## config.mk

```make
export PLATFORM = sky130hd
export DESIGN_NAME = out_byte_uart_tx
export DESIGN_NICKNAME = d
export VERILOG_FILES = /design/src/rtl/out_byte_uart_tx.sv
export SDC_FILE = /design/constraint.sdc
export NUM_CORES = 1
export LEC_CHECK = 0
export ABC_CLOCK_PERIOD_IN_PS = 7400
export BUFFER_PORTS_ARGS = -buffer_cell sky130_fd_sc_hd__buf_2
export CORE_MARGIN = 8
export CORE_UTILIZATION = 60
export DETAILED_ROUTE_END_ITERATION = 10
export PLACE_DENSITY = 0.78
export REMOVE_ABC_BUFFERS = 1
export SLEW_MARGIN = 15
export SYNTH_ARGS = -nofsm -noshare
export SYNTH_HDL_FRONTEND = slang
export SYNTH_SLANG_ARGS = --single-unit
```

## constraint.sdc

```tcl
create_clock -name clk -period 7.4 [get_ports clk]
set_input_delay 0.74 -clock clk [delete_from_list [all_inputs] [get_ports clk]]
set_output_delay 0.74 -clock clk [all_outputs]
set_load 0.005 [all_outputs]
```

## src/rtl/out_byte_uart_tx.sv

```systemverilog
// out_byte_uart_tx
// Takes the PicoRV32 console byte stream (out_byte/out_byte_en), buffers it in
// a small FIFO and sends it as 8N1 UART on tx. The CPU is never stalled: a
// byte that arrives while the FIFO is full is dropped and counted.
//
// Ports:
//   clk         system clock, rising edge
//   resetn      asynchronous active-low reset
//   out_byte    console byte, valid while out_byte_en is high
//   out_byte_en one-cycle write strobe
//   tx          UART serial output, idles high, driven from a flop
//   busy        FIFO non-empty or a frame is in flight
//   fifo_full   FIFO holds FIFO_DEPTH entries
//   overflow    one-cycle pulse for each dropped byte
//   drop_count  number of dropped bytes, saturating at 255
module out_byte_uart_tx #(
  parameter int CLK_DIV    = 16,
  parameter int FIFO_DEPTH = 8,
  parameter int FIFO_AW    = 3
) (
  input  logic       clk,
  input  logic       resetn,
  input  logic [7:0] out_byte,
  input  logic       out_byte_en,
  output logic       tx,
  output logic       busy,
  output logic       fifo_full,
  output logic       overflow,
  output logic [7:0] drop_count
);

  localparam int                 BAUD_W     = $clog2(CLK_DIV);
  localparam logic [BAUD_W-1:0]  BAUD_LOAD  = BAUD_W'(CLK_DIV - 1);
  localparam logic [FIFO_AW:0]   FULL_COUNT = (FIFO_AW + 1)'(FIFO_DEPTH);

  typedef enum logic [1:0] {IDLE, START, DATA, STOP} state_t;

  logic [7:0]         r_mem [FIFO_DEPTH];
  logic [FIFO_AW-1:0] r_wr_ptr;
  logic [FIFO_AW-1:0] r_rd_ptr;
  logic [FIFO_AW:0]   r_count;

  state_t             r_state;
  logic [7:0]         r_shift;
  logic [2:0]         r_bit_idx;
  logic [BAUD_W-1:0]  r_baud;
  logic               r_tx;
  logic               r_overflow;
  logic [7:0]         r_drop_count;

  logic               w_full;
  logic               w_empty;
  logic               w_baud_done;
  logic               w_push;
  logic               w_drop;
  logic               w_pop;
  logic [7:0]         w_head;

  // Full is judged from the registered count, so a push into a full FIFO is
  // dropped even when a pop happens on the same edge.
  assign w_full      = (r_count == FULL_COUNT);
  assign w_empty     = (r_count == '0);
  assign w_baud_done = (r_baud == '0);
  assign w_push      = out_byte_en && !w_full;
  assign w_drop      = out_byte_en && w_full;
  assign w_head      = r_mem[r_rd_ptr];

  // The FSM takes a byte when idle, or at the very end of a stop bit so that
  // queued frames follow each other with no idle gap.
  assign w_pop = !w_empty &&
                 ((r_state == IDLE) || ((r_state == STOP) && w_baud_done));

  assign tx         = r_tx;
  assign busy       = (r_state != IDLE) || !w_empty;
  assign fifo_full  = w_full;
  assign overflow   = r_overflow;
  assign drop_count = r_drop_count;

  // Storage array needs no reset; the pointers decide what is valid.
  always_ff @(posedge clk) begin
    if (w_push) begin
      r_mem[r_wr_ptr] <= out_byte;
    end
  end

  // Pointers wrap naturally because the depth is a power of two.
  always_ff @(posedge clk or negedge resetn) begin
    if (!resetn) begin
      r_wr_ptr <= '0;
      r_rd_ptr <= '0;
      r_count  <= '0;
    end else begin
      if (w_push) begin
        r_wr_ptr <= r_wr_ptr + 1'b1;
      end
      if (w_pop) begin
        r_rd_ptr <= r_rd_ptr + 1'b1;
      end
      if (w_push && !w_pop) begin
        r_count <= r_count + 1'b1;
      end else if (!w_push && w_pop) begin
        r_count <= r_count - 1'b1;
      end
    end
  end

  // Dropped-byte pulse and saturating counter.
  always_ff @(posedge clk or negedge resetn) begin
    if (!resetn) begin
      r_overflow   <= 1'b0;
      r_drop_count <= '0;
    end else begin
      r_overflow <= w_drop;
      if (w_drop && (r_drop_count != 8'hFF)) begin
        r_drop_count <= r_drop_count + 1'b1;
      end
    end
  end

  // Transmit FSM. Each bit lasts CLK_DIV cycles: the baud counter is loaded
  // with CLK_DIV-1 when a bit starts and the bit ends on the edge where it
  // reads zero. tx is always registered here, one edge after the decision.
  always_ff @(posedge clk or negedge resetn) begin
    if (!resetn) begin
      r_state   <= IDLE;
      r_shift   <= '0;
      r_bit_idx <= '0;
      r_baud    <= '0;
      r_tx      <= 1'b1;
    end else begin
      case (r_state)
        IDLE: begin
          r_tx <= 1'b1;
          if (w_pop) begin
            r_shift <= w_head;
            r_tx    <= 1'b0;
            r_baud  <= BAUD_LOAD;
            r_state <= START;
          end
        end
        START: begin
          if (w_baud_done) begin
            r_state   <= DATA;
            r_bit_idx <= '0;
            r_tx      <= r_shift[0];
            r_baud    <= BAUD_LOAD;
          end else begin
            r_baud <= r_baud - 1'b1;
          end
        end
        DATA: begin
          if (w_baud_done) begin
            r_baud <= BAUD_LOAD;
            if (r_bit_idx == 3'd7) begin
              r_state <= STOP;
              r_tx    <= 1'b1;
            end else begin
              // Next bit is bit 1 of the current register, before the shift.
              r_shift   <= r_shift >> 1;
              r_tx      <= r_shift[1];
              r_bit_idx <= r_bit_idx + 1'b1;
            end
          end else begin
            r_baud <= r_baud - 1'b1;
          end
        end
        STOP: begin
          if (w_baud_done) begin
            if (w_pop) begin
              r_shift <= w_head;
              r_tx    <= 1'b0;
              r_baud  <= BAUD_LOAD;
              r_state <= START;
            end else begin
              r_tx    <= 1'b1;
              r_state <= IDLE;
            end
          end else begin
            r_baud <= r_baud - 1'b1;
          end
        end
        default: begin
          r_state <= IDLE;
          r_tx    <= 1'b1;
        end
      endcase
    end
  end

endmodule
```

==> results of run 1 <==
[worst max-delay path: stages (launching register included)]
cell and delay, ps:
dfrtp_1 440, ha_1 380, and4bb_2 310, o21a_1 330, inv_1 180, ha_1 240
inv_1 140, ha_1 250, a21o_1 170, a21oi_1 160, mux2i_1 230, xnor2_1 130
[stage by stage]
step | hold slack, ps | cells
after floorplan | 444 | 293
after global placement | 477 | 419
after detailed placement | 480 | 419
after CTS | 469 | 435
after global routing | 506 | 435
final | 448 | 435
[power groups by stage]
stage                     clock network, uW  logic, uW  registers [uW]
after global routing                    404        845             917
after global placement                    0        731             894
final                                   376        759             892
after detailed placement                  0        755             904
after CTS                               381        762             892
after floorplan                           0        576             864
[cells by family (layout without fill, tap and decap cells)]
kind of cell               Yosys count  in the layout
xor gates and xnor gates            14             14
adders and majority gates           15             15
and+or+nand+nor                     67             67
AOI/OAI and AO/OA                   52             52
buffers and inverters               27             58
DFF                                101            101
muxes                               29             29
[sequential cells by signal, indices dropped and copies added (netlist names)]
name / count
r_mem: 64
drop_count: 8
r_shift: 8
r_baud: 4
r_count: 4
r_bit_idx: 3
r_rd_ptr: 3
r_wr_ptr: 3
r_state: 2
overflow: 1
tx: 1
[final timing paths]
path	startpoint	end	slack (ps)	depth (start not counted)
worst max-delay path	r_state[1]	r_count[3]	4350	11
worst min-delay path	resetn	r_shift[6]	450	1
worst max register to register	r_state[1]	r_count[3]	4350	11
worst min register to register	tx	tx	500	2
max in group asynchronous	resetn	r_rd_ptr[0]	6380	1
min in group clk	tx	tx	500	2
[cell type report]
cell class | instances | area (sq um)
clock buffer | 9 | 124
clock inverter | 7 | 103
fill | 507 | 2330
inverter | 15 | 56.3
multi-input combinational | 177 | 1520
sequential | 101 | 2850
tap | 99 | 124
timing repair buffer | 27 | 148
[cell usage in the layout, fill, tap and decap left out, types with 12 or more instances in the layout]
| cell type | instances |
|---|---|
| nor2_1 | 12 |
| a21oi_1 | 12 |
| o21ai_0 | 14 |
| ha_1 | 14 |
| mux4_2 | 15 |
| nand2_1 | 22 |
| buf_2 | 22 |
| dfrtp_1 | 35 |
| edfxtp_1 | 64 |
| inv_1 | 15 |
[metal layers]
layer / track usage [%] / share of wire [%] / vias to the layer above / wire length [microns]
met2: 27.7 / 50 / 58 / 4060
met3: 5.11 / 5.0 / 22 / 406
li1: - / - / 1204 / -
met5: 0 / 0 / - / 0
met1: 21.4 / 42 / 1318 / 3400
met4: 6.88 / 2.4 / 0 / 197
==> impl_metrics.py, run 1 <==
metrics = {
    "status": {
        "status": "finished, final reports clean",
    },
    "sta": {
        "setup_ws_ps": 4350,
        "hold_viol": 0,
        "setup_tns_ps": 0,
        "max_clock_freq_mhz": 328,
        "finalCritPeriodShare_pct": 41.2,
        "clock_skew_ps": 13.2,
        "finalSetupViolCount": 0,
        "post-route-min-period_ps": 3050,
        "relSlewSlack_pct": 30.2,
        "worst_pin_slew_ps": 1040,
        "grt_setup_unrepaired": "no",
        "final-max-slew-violation-count": 0,
    },
    "power_and_ir_drop": {
        "power_uw": 2030,
        "p_leak_uw": 0.00187,
        "p_sw_share_pct": 36.5,
        "vdd_drop_max_mv": 0.214,
        "seq_power_share_pct": 44.0,
        "comb_power_share_pct": 37.4,
        "power_density_nw_per_um2": 411,
        "p_clk_share_pct": 18.5,
        "internal_power_uw": 1290,
        "p_switching_uw": 740,
    },
    "drt": {
        "drt_iter0_markers": 146,
        "ant_nets": 0,
        "vias": 2602,
        "wl_per_cell_microns": 18.6,
        "wirelength_microns": 8070,
        "drt-vias-per-instance": 5.98,
        "first_pass_iters": 4,
        "drc": 0,
    },
    "critical_path": {
        "crit_fanout": 9,
        "crit_required_ps": 7700,
        "end_kind": "flop",
        "worst_setup_path_start_kind": "flop",
        "worst-setup-path-type": "flop to flop",
        "critPathArrivalTime_ps": 3350,
    },
    "global_routing": {
        "overflow": 0,
        "grt_pass1_vias": 2624,
        "grt_pass1_wl_microns": 13400,
        "antenna_found_initial": 0,
        "track_usage_pct": 17.2,
        "grt_max_degree": 38,
    },
    "yosys": {
        "synthArstFlopShare_pct": 36.6,
        "synth_fa_ha_area_share_pct": 4.35,
        "ys.flop_type": "edfxtp_1",
        "synthXorXnorAreaFrac_pct": 2.73,
        "synth_top_family_by_area": "multiplexers",
        "yosysUniqueCellTypes": 49,
        "synth_compound_area_share_pct": 7.81,
        "synth_simple_gate_area_share_pct": 7.95,
        "synthTopCellsByArea": "edfxtp_1 43%, dfrtp_1 20%, mux4_2 7.5%",
        "synthMuxAreaShare_pct": 10.9,
        "avgSynthCellArea_sq_um": 14.7,
        "synth_cells": 305,
        "synth_edf_count": 64,
        "yosys.area.top_type": "edfxtp_1",
        "yosysMostFrequentCell": "edfxtp_1",
        "synth-seq-area-share_pct": 63.5,
        "synth_top_area_share_pct": 42.9,
        "yosys_warnings": 0,
        "ys_top_cells_by_count": "64 x edfxtp_1, 36 x dfrtp_1, 22 x nand2_1, 15 x inv_1, 15 x mux4_2",
        "ys_ff_latch": 101,
        "syn_area_sq_um": 4480,
    },
    "floorplanning": {
        "initial_utilization_pct": 61.8,
        "die_h_microns": 102,
        "core-area_sq_um": 7250,
        "dieArea_sq_um": 10500,
        "io_pins": 23,
        "die_x_microns": 102,
        "num_rows": 31,
    },
    "final_layout": {
        "finalNetCount": 357,
        "syn2layout_area_growth_pct": 9.82,
        "final_area_sq_um": 4920,
        "antenna_cells": 0,
        "fin_util_pct": 67.9,
        "drive_gt1_share_pct": 22.6,
    },
    "cts": {
        "tritoncts": "done",
        "clk_latency_ps": 370,
        "post_cts_buffers": 0,
        "cts_made_buffers": 9,
        "ctsHoldBuffers": 0,
        "cts_root_buf": "clkbuf_8",
        "clkTransAtPathRegs_ps": 100,
        "cts.sinks": 101,
        "clock_path_buffers": 2,
        "cts_resized": 0,
        "cts_max_level": 3,
    },
    "placement": {
        "gp_congestion": 0.829,
        "placed_area_sq_um": 4700,
        "hpwl_microns": 5500,
        "portBuffers": 22,
        "place_ws_ps": 4450,
    },
    "job": {
        "maxCapViolCount": 0,
    },
    "min_path": {
        "min_path_type": "primary input to async pin",
    },
}
No activity file was read; power rests on OpenSTA's default activity.
==> run 2: changes to the inputs <==
Settings changed: ABC_AREA from default to 1, ABC_CLOCK_PERIOD_IN_PS 7400 to 2690, CORE_UTILIZATION 60 to 55, PLACE_DENSITY 0.78 to 0.75.
Clock period 7.4 ns to 2.69 ns, I/O delays scaled along.
==> run 2 against run 1 <==
Effect of this change:
- die area increased by 14%
- hold slack got worse by 450 ps
- synthesized cell count increased by 58%
- critical endpoint unchanged
==> impl_metrics.py, run 2 <==
metrics = {
    "status": {
        "status": "finished, final reports clean",
    },
    "floorplanning": {
        "dieArea_sq_um": 11900,
        "initial_utilization_pct": 55.9,
        "core-area_sq_um": 8550,
        "num_rows": 34,
        "io_pins": 23,
        "die_h_microns": 109,
        "die_x_microns": 109,
    },
    "global_routing": {
        "grt_pass1_wl_microns": 14600,
        "overflow": 0,
        "track_usage_pct": 15.8,
        "grt_max_degree": 38,
        "grt_pass1_vias": 3113,
        "antenna_found_initial": 0,
    },
    "sta": {
        "setup_tns_ps": 0,
        "clock_skew_ps": 10.6,
        "grt_setup_unrepaired": "no",
        "finalSetupViolCount": 0,
        "worst_pin_slew_ps": 838,
        "relSlewSlack_pct": 44.2,
        "post-route-min-period_ps": 2460,
        "max_clock_freq_mhz": 406,
        "finalCritPeriodShare_pct": 91.5,
        "hold_viol": 0,
        "final-max-slew-violation-count": 0,
    },
    "yosys": {
        "avgSynthCellArea_sq_um": 9.93,
        "yosysMostFrequentCell": "nand2_1",
        "ys_ff_latch": 101,
        "yosys.area.top_type": "edfxtp_1",
        "synthTopCellsByArea": "edfxtp_1 40%, dfrtp_1 19%, nand2_1 13%",
        "synth_top_area_share_pct": 40.2,
        "synth_cells": 481,
        "synthArstFlopShare_pct": 36.6,
        "ys_top_cells_by_count": "164 x nand2_1, 64 x edfxtp_1, 61 x nand3_1, 39 x inv_1, 36 x dfrtp_1",
        "syn_area_sq_um": 4780,
        "yosysUniqueCellTypes": 40,
        "synth_edf_count": 64,
        "synth-seq-area-share_pct": 59.6,
        "yosys_warnings": 0,
        "ys.flop_type": "edfxtp_1",
    },
    "placement": {
        "placed_area_sq_um": 5020,
        "gp_congestion": 0.765,
        "portBuffers": 22,
        "hpwl_microns": 6010,
    },
    "final_layout": {
        "final_area_sq_um": 5200,
        "mostFrequentLayoutCell": "nand2_1",
        "finalNetCount": 538,
        "regArea_sq_um": 2850,
        "drive_gt1_share_pct": 15.3,
        "fill_cells": 711,
        "top_register": "r_mem",
        "multi_input_area_sq_um": 1680,
        "layout_common_cells": "164 x nand2_1, 64 x edfxtp_1, 61 x nand3_1",
        "syn2layout_area_growth_pct": 8.93,
        "antenna_cells": 0,
        "largest_register_ffs": 64,
    },
    "critical_path": {
        "critical_path_buf_inv_count": 3,
        "r2r_slack_ps": 230,
        "r2r-start": "r_baud[0]",
        "path_depth": 16,
        "cp_top_family": "simple AND/OR/NAND/NOR gates",
        "cpMaxStageDelayCell": "dfrtp_1",
        "worst-setup-path-type": "flop to flop",
        "crit_fanout": 6,
        "worst_setup_path_start_kind": "flop",
        "path_cells": "inv_1 > ha_1 > inv_1 > nor2_4 > nand3_2 > nand2_2 > nand2_2 > ha_1 > inv_2 > ha_1 > a21oi_2 > nand2_1 > a21oi_2 > o21ai_0 > nand2_1 > nand2_1",
        "crit_required_ps": 2950,
        "rr_worst_depth": 16,
        "critPathArrivalTime_ps": 2720,
        "end_kind": "flop",
        "worstReg2RegEnd": "r_count[3]",
        "slowest_delay_ps": 400,
    },
    "drt": {
        "wl_per_cell_microns": 14.2,
        "wirelength_microns": 8860,
        "drc": 0,
        "drt_iter0_markers": 250,
        "vias": 3251,
        "first_pass_iters": 5,
        "drt-vias-per-instance": 5.20,
        "ant_nets": 0,
    },
    "cts": {
        "cts_max_level": 3,
        "clock_path_buffers": 2,
        "cts_root_buf": "clkbuf_8",
        "tritoncts": "done",
        "post_cts_buffers": 0,
        "clk_latency_ps": 360,
        "clkTransAtPathRegs_ps": 100,
        "cts_made_buffers": 9,
        "cts.sinks": 101,
    },
    "power_and_ir_drop": {
        "p_leak_uw": 0.00234,
        "power_density_nw_per_um2": 665,
        "vdd_drop_max_mv": 0.414,
    },
    "job": {
        "maxCapViolCount": 0,
    },
    "min_path": {
        "min_path_type": "primary input to async pin",
    },
}
[run 2: cell count changes in the layout (fill, tap and decap cells not counted), moves of 5 or more]
cell / before / now
a21oi_1: 12 / 1
inv_1: 15 / 38
mux2_2: 9 / 1
nor2_1: 12 / 21
mux4_2: 15 / 0
nand2_2: 0 / 7
xnor2_1: 10 / 4
buf_4: 5 / 12
mux2i_1: 5 / 0
nand3_1: 3 / 61
nand2_1: 22 / 164
[run 2: how the worst max path moves through the flow]
stage,from,end,slack [ps]
4_1_cts,r_baud[0],r_count[3],80
5_1_grt,r_baud[0],r_count[3],40
6_report,r_baud[0],r_count[3],230
3_5_place_dp,r_baud[0],r_count[3],180
2_1_floorplan,r_baud[0],r_count[3],370
3_3_place_gp,r_baud[0],r_count[3],380
[run 2: cell type report]
cell class              instances  share of cell area (%)
clock buffers                   9                    2.38
clock inverters                 7                   0.938
inverters                      43                    3.25
multi-input cells             323                    32.2
flip-flops and latches        101                    54.7
well taps                     108                    2.60
repair buffers                 34                    3.85
[run 2: cells by family (layout without fill, tap and decap cells)]
kind of cell / after synthesis / after routing / synth area share, %
AND/OR/NAND/NOR: 275 / 275 / 26.1
flip-flops: 101 / 101 / 59.6
buffers and inverters: 57 / 93 / 5.40
AO/OA/AOI/OAI: 21 / 21 / 2.54
adder cells (fa/ha/maj): 15 / 15 / 4.09
XOR/XNOR: 11 / 11 / 2.02
multiplexers: 1 / 1 / 0.236
[run 2: power by group]
part           leakage [uW]  total, uW  switching (uW)  internal (uW)
Sequential          0.00103       2000             120           1880
Combinational       0.00123        609             377            232
Clock             0.0000813        852             514            338
Total               0.00234       3460            1010           2450
[run 2: through the flow]
| stage | power (uW) | utilization [%] | hold WS [ps] | worst slack (ps) | cells |
|---|---|---|---|---|---|
| 2_1_floorplan | 2400 | - | -26.6 | 366 | 467 |
| 3_3_place_gp | 2590 | 58.8 | 419 | 378 | 609 |
| 3_5_place_dp | 2630 | 58.8 | 423 | 185 | 609 |
| 4_1_cts | 3480 | 60.8 | 16.2 | 83.5 | 625 |
| 5_1_grt | 3640 | 60.9 | 52.2 | 44.4 | 625 |
| 6_report | 3460 | 60.9 | 2.61 | 228 | 625 |
[run 2: repair_timing]
item | in CTS | in global routing
gates resized for setup | 0 | 3
setup endpoints to repair | 0 | 1
hold buffers | 0 | 0
[run 2: per-layer routing]
| metal | track usage, % | vias up | share of wire, % |
|---|---|---|---|
| li1 | - | 1629 | - |
| met5 | 0 | - | 0 |
| met2 | 26.5 | 77 | 50 |
| met4 | 7.23 | 0 | 2.2 |
| met3 | 3.61 | 14 | 4.6 |
| met1 | 19.1 | 1531 | 43 |
